===== src/rtl/prime_uart_pkg.sv =====
// prime_uart_pkg
// Shared definitions for the prime-to-UART decimal printer:
//   - ASCII constants for the digit base and the line terminator
//   - NDIG(w): number of decimal digits needed for the largest w-bit value
//   - state_t: top-level sequencing states
package prime_uart_pkg;

  localparam logic [7:0] ASCII_ZERO = 8'h30;
  localparam logic [7:0] ASCII_CR   = 8'h0D;
  localparam logic [7:0] ASCII_LF   = 8'h0A;

  typedef enum logic [1:0] {
    IDLE = 2'd0,
    CONV = 2'd1,
    SEND = 2'd2
  } state_t;

  // Digits in (2**w - 1): 5 for w=16, 10 for w=32.
  function automatic int NDIG(input int w);
    longint unsigned maxVal;
    int n;
    maxVal = (64'd1 << w) - 64'd1;
    n = 1;
    while (maxVal >= 64'd10) begin
      maxVal = maxVal / 64'd10;
      n++;
    end
    return n;
  endfunction

endpackage


===== src/rtl/uart_tx.sv =====
// uart_tx
// Byte serializer, LSB first, idle-high line.
// Frame: start(0), 8 data bits, [even parity], stop(1); every bit lasts
// BIT_CYC clocks.
// Build option: PRIME_UART_PARITY_EN selects 8E1 frames; otherwise 8N1.
// Ports:
//   clk      system clock
//   rst      asynchronous active-high reset (forces tx high)
//   start    load tx_byte when not busy
//   tx_byte  character to send
//   busy     low when a new character may be loaded this cycle
//   tx       registered serial output
module uart_tx #(
  parameter int BIT_CYC = 104
) (
  input  logic       clk,
  input  logic       rst,
  input  logic       start,
  input  logic [7:0] tx_byte,
  output logic       busy,
  output logic       tx
);

`ifdef PRIME_UART_PARITY_EN
  localparam int NBITS = 11;
`else
  localparam int NBITS = 10;
`endif
  // Shift register holds everything after the start bit.
  localparam int SW  = NBITS - 1;
  localparam int BCW = (BIT_CYC > 1) ? $clog2(BIT_CYC) : 1;
  localparam int BIW = $clog2(NBITS);

  logic [SW-1:0]  w_frame;
  logic [SW-1:0]  r_shift;
  logic [BCW-1:0] r_baud;
  logic [BIW-1:0] r_bitIdx;
  logic           r_busy;
  logic           r_tx;
  logic           w_bitEnd;
  logic           w_lastCycle;

`ifdef PRIME_UART_PARITY_EN
  assign w_frame = {1'b1, ^tx_byte, tx_byte};
`else
  assign w_frame = {1'b1, tx_byte};
`endif

  assign w_bitEnd    = (r_baud == BCW'(BIT_CYC - 1));
  assign w_lastCycle = r_busy && w_bitEnd && (r_bitIdx == BIW'(NBITS - 1));

  // Advertising idle during the final stop-bit cycle lets the next character
  // load on the very edge the stop bit ends, so frames run back-to-back.
  assign busy = r_busy && !w_lastCycle;
  assign tx   = r_tx;

  always_ff @(posedge clk or posedge rst) begin
    if (rst) begin
      r_shift  <= '0;
      r_baud   <= '0;
      r_bitIdx <= '0;
      r_busy   <= 1'b0;
      r_tx     <= 1'b1;
    end else if (start && !busy) begin
      r_shift  <= w_frame;
      r_baud   <= '0;
      r_bitIdx <= '0;
      r_busy   <= 1'b1;
      r_tx     <= 1'b0;
    end else if (r_busy) begin
      if (w_bitEnd) begin
        r_baud <= '0;
        if (r_bitIdx == BIW'(NBITS - 1)) begin
          r_busy <= 1'b0;
          r_tx   <= 1'b1;
        end else begin
          r_tx     <= r_shift[0];
          r_shift  <= {1'b1, r_shift[SW-1:1]};
          r_bitIdx <= r_bitIdx + 1'b1;
        end
      end else begin
        r_baud <= r_baud + 1'b1;
      end
    end
  end

endmodule


===== src/rtl/prime_uart_tx.sv =====
// prime_uart_tx
// Accepts a binary value over valid/ready, converts it to unsigned decimal
// ASCII (most significant digit first) and sends it followed by CR LF.
// Build option: PRIME_UART_PARITY_EN (passed through to uart_tx) selects
// 8E1 framing; the default build is 8N1.
// Ports:
//   clk    system clock
//   rst    asynchronous active-high reset
//   valid  data holds a value to print
//   data   unsigned value, W = 1 << WIDTH_LOG bits
//   ready  idle and accepting data this cycle
//   tx     UART line to the FTDI bridge, idle high
module prime_uart_tx
  import prime_uart_pkg::*;
#(
  parameter int WIDTH_LOG = 4,
  parameter int CLK_HZ    = 12000000,
  parameter int BAUD      = 115200
) (
  input  logic                      clk,
  input  logic                      rst,
  input  logic                      valid,
  input  logic [(1<<WIDTH_LOG)-1:0] data,
  output logic                      ready,
  output logic                      tx
);

  localparam int W       = 1 << WIDTH_LOG;
  localparam int ND      = NDIG(W);
  localparam int CW      = $clog2(ND + 1);
  localparam int BIT_CYC = CLK_HZ / BAUD;

  state_t               r_state;
  state_t               w_nextState;
  logic                 r_ready;
  logic [W-1:0]         r_work;
  logic [3:0]           r_rem;
  logic [WIDTH_LOG-1:0] r_bitCnt;
  logic [3:0]           r_digits [ND];
  logic [CW-1:0]        r_digCnt;
  logic [1:0]           r_tail;

  logic                 w_xfer;
  logic [W:0]           w_trial;
  logic [W:0]           w_diff;
  logic                 w_qBit;
  logic [3:0]           w_remNext;
  logic [W-1:0]         w_workNext;
  logic                 w_digitDone;
  logic                 w_convDone;
  logic                 w_start;
  logic                 w_busy;
  logic [7:0]           w_char;

  assign w_xfer = valid && r_ready;
  assign ready  = r_ready;

  // One restoring-division step: bring in the next dividend bit and try to
  // subtract 10. The trial is at most 19, so a non-negative result fits in
  // 4 bits and a borrow sets every bit from 4 upward.
  assign w_trial     = {{(W-4){1'b0}}, r_rem, r_work[W-1]};
  assign w_diff      = w_trial - (W+1)'(10);
  assign w_qBit      = ~|w_diff[W:4];
  assign w_remNext   = w_qBit ? w_diff[3:0] : w_trial[3:0];
  assign w_workNext  = {r_work[W-2:0], w_qBit};
  assign w_digitDone = (r_state == CONV) && (r_bitCnt == '1);
  assign w_convDone  = w_digitDone && (w_workNext == '0);

  // r_tail: 0 = CR next, 1 = LF next, 2 = every character has been loaded.
  assign w_start = (r_state == SEND) && !w_busy && (r_tail != 2'd2);

  always_comb begin
    w_char = ASCII_LF;
    if (r_digCnt != '0) begin
      w_char = ASCII_ZERO + {4'h0, r_digits[0]};
    end else if (r_tail == 2'd0) begin
      w_char = ASCII_CR;
    end
  end

  always_ff @(posedge clk or posedge rst) begin
    if (rst) begin
      r_state <= IDLE;
    end else begin
      r_state <= w_nextState;
    end
  end

  always_comb begin
    w_nextState = r_state;
    unique case (r_state)
      IDLE:    if (w_xfer) w_nextState = CONV;
      CONV:    if (w_convDone) w_nextState = SEND;
      SEND:    if ((r_tail == 2'd2) && !w_busy) w_nextState = IDLE;
      default: w_nextState = IDLE;
    endcase
  end

  // Digits are pushed at index 0 as they emerge least significant first, so
  // after conversion index 0 holds the most significant digit; sending pops
  // from index 0 and shifts the rest down.
  always_ff @(posedge clk or posedge rst) begin
    if (rst) begin
      r_ready  <= 1'b0;
      r_work   <= '0;
      r_rem    <= '0;
      r_bitCnt <= '0;
      r_digCnt <= '0;
      r_tail   <= '0;
      for (int i = 0; i < ND; i++) r_digits[i] <= '0;
    end else begin
      r_ready <= (w_nextState == IDLE);
      unique case (r_state)
        IDLE: begin
          if (w_xfer) begin
            r_work   <= data;
            r_rem    <= '0;
            r_bitCnt <= '0;
            r_digCnt <= '0;
            r_tail   <= '0;
          end
        end
        CONV: begin
          r_work   <= w_workNext;
          r_bitCnt <= r_bitCnt + 1'b1;
          if (w_digitDone) begin
            r_rem <= '0;
            for (int i = ND - 1; i > 0; i--) r_digits[i] <= r_digits[i-1];
            r_digits[0] <= w_remNext;
            r_digCnt    <= r_digCnt + 1'b1;
          end else begin
            r_rem <= w_remNext;
          end
        end
        SEND: begin
          if (w_start) begin
            if (r_digCnt != '0) begin
              for (int i = 0; i < ND - 1; i++) r_digits[i] <= r_digits[i+1];
              r_digits[ND-1] <= '0;
              r_digCnt       <= r_digCnt - 1'b1;
            end else begin
              r_tail <= r_tail + 1'b1;
            end
          end
        end
        default: ;
      endcase
    end
  end

  uart_tx #(
    .BIT_CYC (BIT_CYC)
  ) u_uartTx (
    .clk     (clk),
    .rst     (rst),
    .start   (w_start),
    .tx_byte (w_char),
    .busy    (w_busy),
    .tx      (tx)
  );

endmodule

===== config.mk =====
export PLATFORM = sky130hd
export DESIGN_NAME = prime_uart_tx
export DESIGN_NICKNAME = d
export VERILOG_FILES = /design/src/rtl/prime_uart_pkg.sv /design/src/rtl/uart_tx.sv /design/src/rtl/prime_uart_tx.sv
export SDC_FILE = /design/constraint.sdc
export NUM_CORES = 1
export LEC_CHECK = 0
export BUFFER_PORTS_ARGS = -buffer_cell sky130_fd_sc_hd__buf_2
export CAP_MARGIN = 20
export CORE_MARGIN = 2
export CORE_UTILIZATION = 61
export CTS_CLUSTER_SIZE = 25
export DETAILED_ROUTE_END_ITERATION = 10
export GPL_ROUTABILITY_DRIVEN = 1
export PLACE_DENSITY = 0.8
export SLEW_MARGIN = 10
export SYNTH_ARGS = -nofsm -noshare
export SYNTH_HDL_FRONTEND = slang
export SYNTH_SLANG_ARGS = --single-unit

===== constraint.sdc =====
create_clock -name clk -period 3.1 [get_ports clk]
set_input_delay 0.62 -clock clk [delete_from_list [all_inputs] [get_ports clk]]
set_output_delay 0.62 -clock clk [all_outputs]
set_load 0.01 [all_outputs]

==> impl_metrics.toml, run 1 <==
[sta]
fin_crit_ns = 2.359
maxSlewViolCount = 0
clock_skew_ns = 0.01006
max_slew_margin_pct = 46.94
finalSetupTns_ns = 0
tightest_slew_ns = 0.7958
rsz0062_at_grt = "false"
fmax_ghz = 0.4240
period_share_pct = 76.09
finalSetupViolCount = 0
finalHoldViolations = 0

[synthesis]
synth-edff-count = 0
seq_area_frac_synth_pct = 49.12
synthesis.area_um2 = 3772
synth_top_family_by_area = "compound AO/OA/AOI/OAI gates"
synth_cell_types = 60
synth_xor_xnor_area_share_pct = 1.393
postSynthAreaPerCell_um2 = 10.34
ys.flop_type = "dfrtp_1"
ys_ff_latch = 74
synth_simple_gate_area_share_pct = 13.80
synth-compound-area-share_pct = 16.85
synthArstFlopShare_pct = 100.0
muxShareOfSynthArea_pct = 10.91
synth_adder_area_share_pct = 4.179
synth_nets = 396
syn_inst = 365
yosysWarningCount = 0

[worst_hold_path]
hold_path.class = "input pin to async pin"

[clock_tree]
h-tree-depth = 3
cts_tree = "built"
clk_latency_ns = 0.34
root_buffer = "clkbuf_8"
cts.sinks = 74
cts_setup_buffers = 0
cts_made_buffers = 9
clkTransAtPathRegs_ns = 0.08
cts_resized = 0
cts.hold.buffers_added = 0
cts_buffer_depth = 2

[global_route]
grt_pass1_wl_um = 12610
antenna_found_initial = 0
grt.overflow.total = 0
grt_use_total_pct = 24.78
grt_pass1_vias = 2761
grt_max_degree = 41

[final_layout]
design_area_um2 = 4108
instances_no_fill = 463
drive_above_1_share_pct = 16.24
post-route-util_pct = 68.97
syn2layout_area_growth_pct = 8.889
final_net_count = 415
seq_area_um2 = 1853
antenna_cells = 0
fill_cells = 456
multiInputGateArea_um2 = 1782

[detailed_routing]
drtIter0Drc = 137
drt-total-wl_um = 7445
drt-vias-per-instance = 5.883
drc = 0
drt-pass1-iter-count = 4
drt-wirelength-per-cell_um = 16.08
num_vias = 2724
ant_nets = 0

[worst_setup_path]
max_stage_delay_ns = 0.47
cp.buffers_inverters = 3
crit_top_cell = "inv_1"
crit_family = "buffers and inverters"
cp.required_ns = 3.33
cp.arrival_ns = 2.58
crit_path_end_kind = "flip-flop"
crit_path_start_kind = "flip-flop"
critical_path.slowest_cell = "fa_1"
path_cells = "inv_1, ha_1, buf_4, inv_1, fa_1, a21oi_1, o31ai_1, a32o_1"
path_class = "flip-flop to flip-flop"
crit_fanout = 26

[power]
netSwitchingFraction_pct = 37.90
p_switching_w = 0.001227
clockPowerShare_pct = 20.5
pwr-share-seq_pct = 44.6
p_int_w = 0.002010
pwr_density_cell_nw_per_um2 = 787.8
ir_worst_vdd_uv = 548.1
leakage_nw = 1.891
p_comb_share_pct = 34.9

[placement]
port_buffers = 20
placed_area_um2 = 3938
dp_cells = 448
place.gp.congestion = 0.7957
dp_hpwl_um = 5342

[floorplanning]
die_y_um = 82.64
initial_utilization_pct = 63.34
die-area_um2 = 6829
io_pins = 21
fp-row-count = 28
core_um2 = 5956
dieWidth_um = 82.64

[outcome]
outcome = "finished, final reports clean"

[flow_run]
drv_cap = 0
sequential cells by signal, indices dropped and copies added, names as in the netlist:
name and flops:
r_tail 2, r_bitCnt 4, u_uartTx.r_shift 9, u_uartTx.r_baud 7, r_digits 20, ready 1
u_uartTx.r_bitIdx 4, r_digCnt 3, r_state 2, u_uartTx.tx 1, r_rem 4, u_uartTx.r_busy 1
r_work 16
cells in the mapped netlist, types with 4 or more instances:
master | instances | share of area (%)
clkbuf_1 | 11 | 1.1
a22o_1 | 11 | 2.6
a21oi_1 | 10 | 1.3
nand2_1 | 50 | 5.0
mux2i_1 | 33 | 8.8
nand2b_1 | 4 | 0.66
o21ai_1 | 21 | 2.8
dfrtp_1 | 73 | 48
ha_1 | 11 | 3.6
nand3_1 | 6 | 0.80
buf_2 | 5 | 0.66
mux2_2 | 5 | 1.5
nor3_1 | 5 | 0.66
nor2_1 | 17 | 1.7
inv_1 | 17 | 1.7
o21ai_0 | 27 | 3.6
power by group through the flow:
stage / logic, W / clock network (W) / registers (W)
after floorplan: 0.000906 / 0 / 0.00140
after global placement: 0.00107 / 0 / 0.00145
after detailed placement: 0.00113 / 0 / 0.00146
after CTS: 0.00114 / 0.000675 / 0.00144
after global routing: 0.00129 / 0.000718 / 0.00148
final: 0.00113 / 0.000662 / 0.00144
through the flow:
step	setup slack [ns]	hold WS, ns	power, W
floorplan	0.6000	0.4356	0.002301
global placement	0.8510	0.4500	0.002518
detailed placement	0.7634	0.4593	0.002590
CTS	0.7501	0.3802	0.003255
global route	0.5252	0.4170	0.003488
finish	0.7412	0.3653	0.003236
layout by cell type (no fill, tap or decap), drive strengths merged, types with 2 or more instances in the layout:
cell type  count
o21ai         48
dfrtp         73
mux2i         34
o221a          2
or4            3
buf           26
clkbuf        12
or3            2
xnor2          3
inv           17
a22o          11
a32o           2
mux2           6
o31ai          4
a31oi          2
xor2           3
nand2         51
nand2b         4
nor2          19
ha            11
a21oi         10
and2           2
or2            2
clkinv         3
o2111ai        4
nor3           6
nand3          7
per-layer routing:
| metal | wire length, µm | track usage (%) | share of wire [%] |
|---|---|---|---|
| met2 | 3540 | 39.92 | 48 |
| met3 | 195 | 4.348 | 2.6 |
| met5 | 0 | 0 | 0 |
| met1 | 3489 | 32.14 | 47 |
| met4 | 220 | 12.79 | 3.0 |
layout make-up:
type | count | area share, %
multi-input combinational | 256 | 43.37
clock buffer | 12 | 3.777
inverter | 17 | 1.553
tap | 75 | 2.284
sequential | 74 | 45.11
timing repair buffer | 26 | 3.533
clock inverter | 3 | 0.3655
logic make-up after synthesis:
family	Yosys count
compound gates	95
simple gates	103
mux	40
flops	74
fa+ha+maj	12
xor+xnor	6
buf+inv	35
final timing paths:
kind,startpoint,endpoint,slack (ns),cells past startpoint
max reg2reg,r_state[0],r_digCnt[2],0.74,8
max in group asynchronous,rst,r_digits[15],1.91,3
max,r_state[0],r_digCnt[2],0.74,8
min reg2reg,u_uartTx.r_shift[8],u_uartTx.r_shift[8],0.47,1
min in group clk,u_uartTx.r_shift[8],u_uartTx.r_shift[8],0.47,1
min,rst,r_work[3],0.37,2
(Power assumes the default switching activity.)
==> inputs of run 2 (changes only) <==
- CORE_UTILIZATION: 61 -> 55
- PLACE_DENSITY: 0.8 -> 0.76
- clock period: 3.1 -> 2 ns (I/O delays scaled with it)
==> run 2 against run 1 <==
  * Cell count grew 5.0%
  * Critical path depth rose by 1
  * First-iteration DRC count shrank 9.5%
  * Combinational power rose by 67%
  * Fmax is 22% higher
  * Sequential power is 55% higher
  * Worst hold slack got worse by 0.23 ns
  * Sequential cell count unchanged
==> impl_metrics.toml, run 2 (synthesized netlist as in run 1, its figures left out) <==
[outcome]
outcome = "finished, final reports clean"

[global_route]
grt_pass1_wl_um = 12510
grt.overflow.total = 0
grt_max_degree = 75
grt_pass1_vias = 2675
grt_use_total_pct = 21.23
antenna_found_initial = 0

[sta]
whs_ns = 0.1306
clock_skew_ns = 0.004326
finalSetupViolCount = 0
tightest_slew_ns = 0.4106
finalHoldViolations = 0
fin_crit_ns = 1.941
finalSetupTns_ns = 0
fmax_ghz = 0.5153
period_share_pct = 97.03
maxSlewViolCount = 0
max_slew_margin_pct = 72.53
timing.final.ws_setup_ns = 0.05942

[clock_tree]
cts.hold.buffers_added = 0
cts.sinks = 74
root_buffer = "clkbuf_8"
cts_made_buffers = 9
clkTransAtPathRegs_ns = 0.08
cts_buffer_depth = 2
h-tree-depth = 3
clk_latency_ns = 0.35
cts_tree = "built"

[final_layout]
syn2layout_area_growth_pct = 15.09
drive_above_1_share_pct = 22.41
mostFrequentLayoutCells = "73 x dfrtp_1, 50 x nand2_1, 33 x mux2i_1"
final_common_cell = "dfrtp_1"
fill_cells = 524
multiInputGateArea_um2 = 1832
final_net_count = 432
top_regs = "r_digits: 20 flops, r_work: 16 flops, u_uartTx.r_shift: 9 flops"
regMostFlops = "r_digits"
seq_area_um2 = 1853
largest_register_ffs = 20
antenna_cells = 0

[flow_run]
drv_cap = 0

[detailed_routing]
drt-wirelength-per-cell_um = 14.98
num_vias = 2774
drc = 0
drt-total-wl_um = 7282
drt-vias-per-instance = 5.708
drtIter0Drc = 124
ant_nets = 0
drt-pass1-iter-count = 4

[power]
clockPowerShare_pct = 19.8
leakage_nw = 1.972
p_int_w = 0.003169
p_switching_w = 0.001972
pwr_density_cell_nw_per_um2 = 1184
ir_worst_vdd_uv = 871.0
pwr-share-seq_pct = 43.3
p_comb_share_pct = 36.9
power_w = 0.005141
netSwitchingFraction_pct = 38.36

[placement]
place_ws_ns = 0.02513
port_buffers = 20
dp_hpwl_um = 5135
place.gp.congestion = 0.7982

[worst_setup_path]
cp.arrival_ns = 2.19
path_class = "flip-flop to flip-flop"
crit_path_start_kind = "flip-flop"
crit_fanout = 6
r2r_slack_ns = 0.06
cp.required_ns = 2.25
crit_path_end_kind = "flip-flop"

[floorplanning]
dieWidth_um = 86.82
core_um2 = 6719
io_pins = 21
fp-row-count = 30
initial_utilization_pct = 56.15
die-area_um2 = 7538
die_y_um = 86.82

[worst_hold_path]
hold_path.class = "input pin to async pin"
run 2: cell types whose count changed in the layout (fill, tap and decap cells not counted), moves of 3 or more:
cell | before | now
buf_4 | 6 | 18
ha_1 | 11 | 7
buf_12 | 0 | 3
clkinvlp_4 | 0 | 5
run 2: layout make-up:
type,instances,share of cell area [%]
clock buffers,10,2.939
flip-flops and latches,74,42.68
inverters,17,1.556
clock inverters,6,1.009
well taps,80,2.305
multi-input cells,256,42.19
repair buffers,43,7.320
run 2: timing repair:
item,in CTS,in global routing
buffers inserted,0,3
setup endpoints to repair,0,28
resized for setup,0,16
run 2: power by group through the flow:
stage          Sequential (W)  Clock [W]  Combinational, W
3_5_place_dp          0.00225          0           0.00188
5_1_grt               0.00229    0.00110           0.00215
4_1_cts               0.00223    0.00104           0.00189
6_report              0.00223    0.00102           0.00189
3_3_place_gp          0.00223          0           0.00179
2_1_floorplan         0.00216          0           0.00140
run 2: path summary, 6_finish.rpt:
check	cells past startpoint	startpoint	endpoint
worst max-delay path	9	u_uartTx.r_bitIdx[1]	r_tail[0]
worst min-delay path	3	rst	u_uartTx.r_baud[4]
worst max register to register	9	u_uartTx.r_bitIdx[1]	r_tail[0]
worst min register to register	1	u_uartTx.r_shift[8]	u_uartTx.r_shift[8]
max in group asynchronous	3	rst	r_digCnt[0]
min in group clk	3	data[8]	r_work[8]
run 2: worst max-delay path, stage by stage (launching register included):
cell,delay (ns)
dfrtp_1,0.41
inv_2,0.09
ha_4,0.12
nand3b_1,0.13
buf_6,0.16
o31ai_4,0.21
buf_6,0.16
nand3_4,0.07
mux2_1,0.31
a22o_1,0.17
run 2: through the flow:
step / std cells / util, % / cell area [µm²]
final: 486 / 64.62 / 4342
after detailed placement: 467 / 60.88 / 4090
after global placement: 467 / 60.88 / 4090
after global routing: 486 / 64.62 / 4342
after CTS: 483 / 63.43 / 4262
after floorplan: 365 / - / 3776
run 2: metal layers:
layer	wire length [µm]	track usage (%)	vias to the layer above
met1	3372	28.13	1332
li1	-	-	1383
met5	0	0	-
met2	3562	33.93	44
met4	157	9.801	0
met3	191	3.810	15
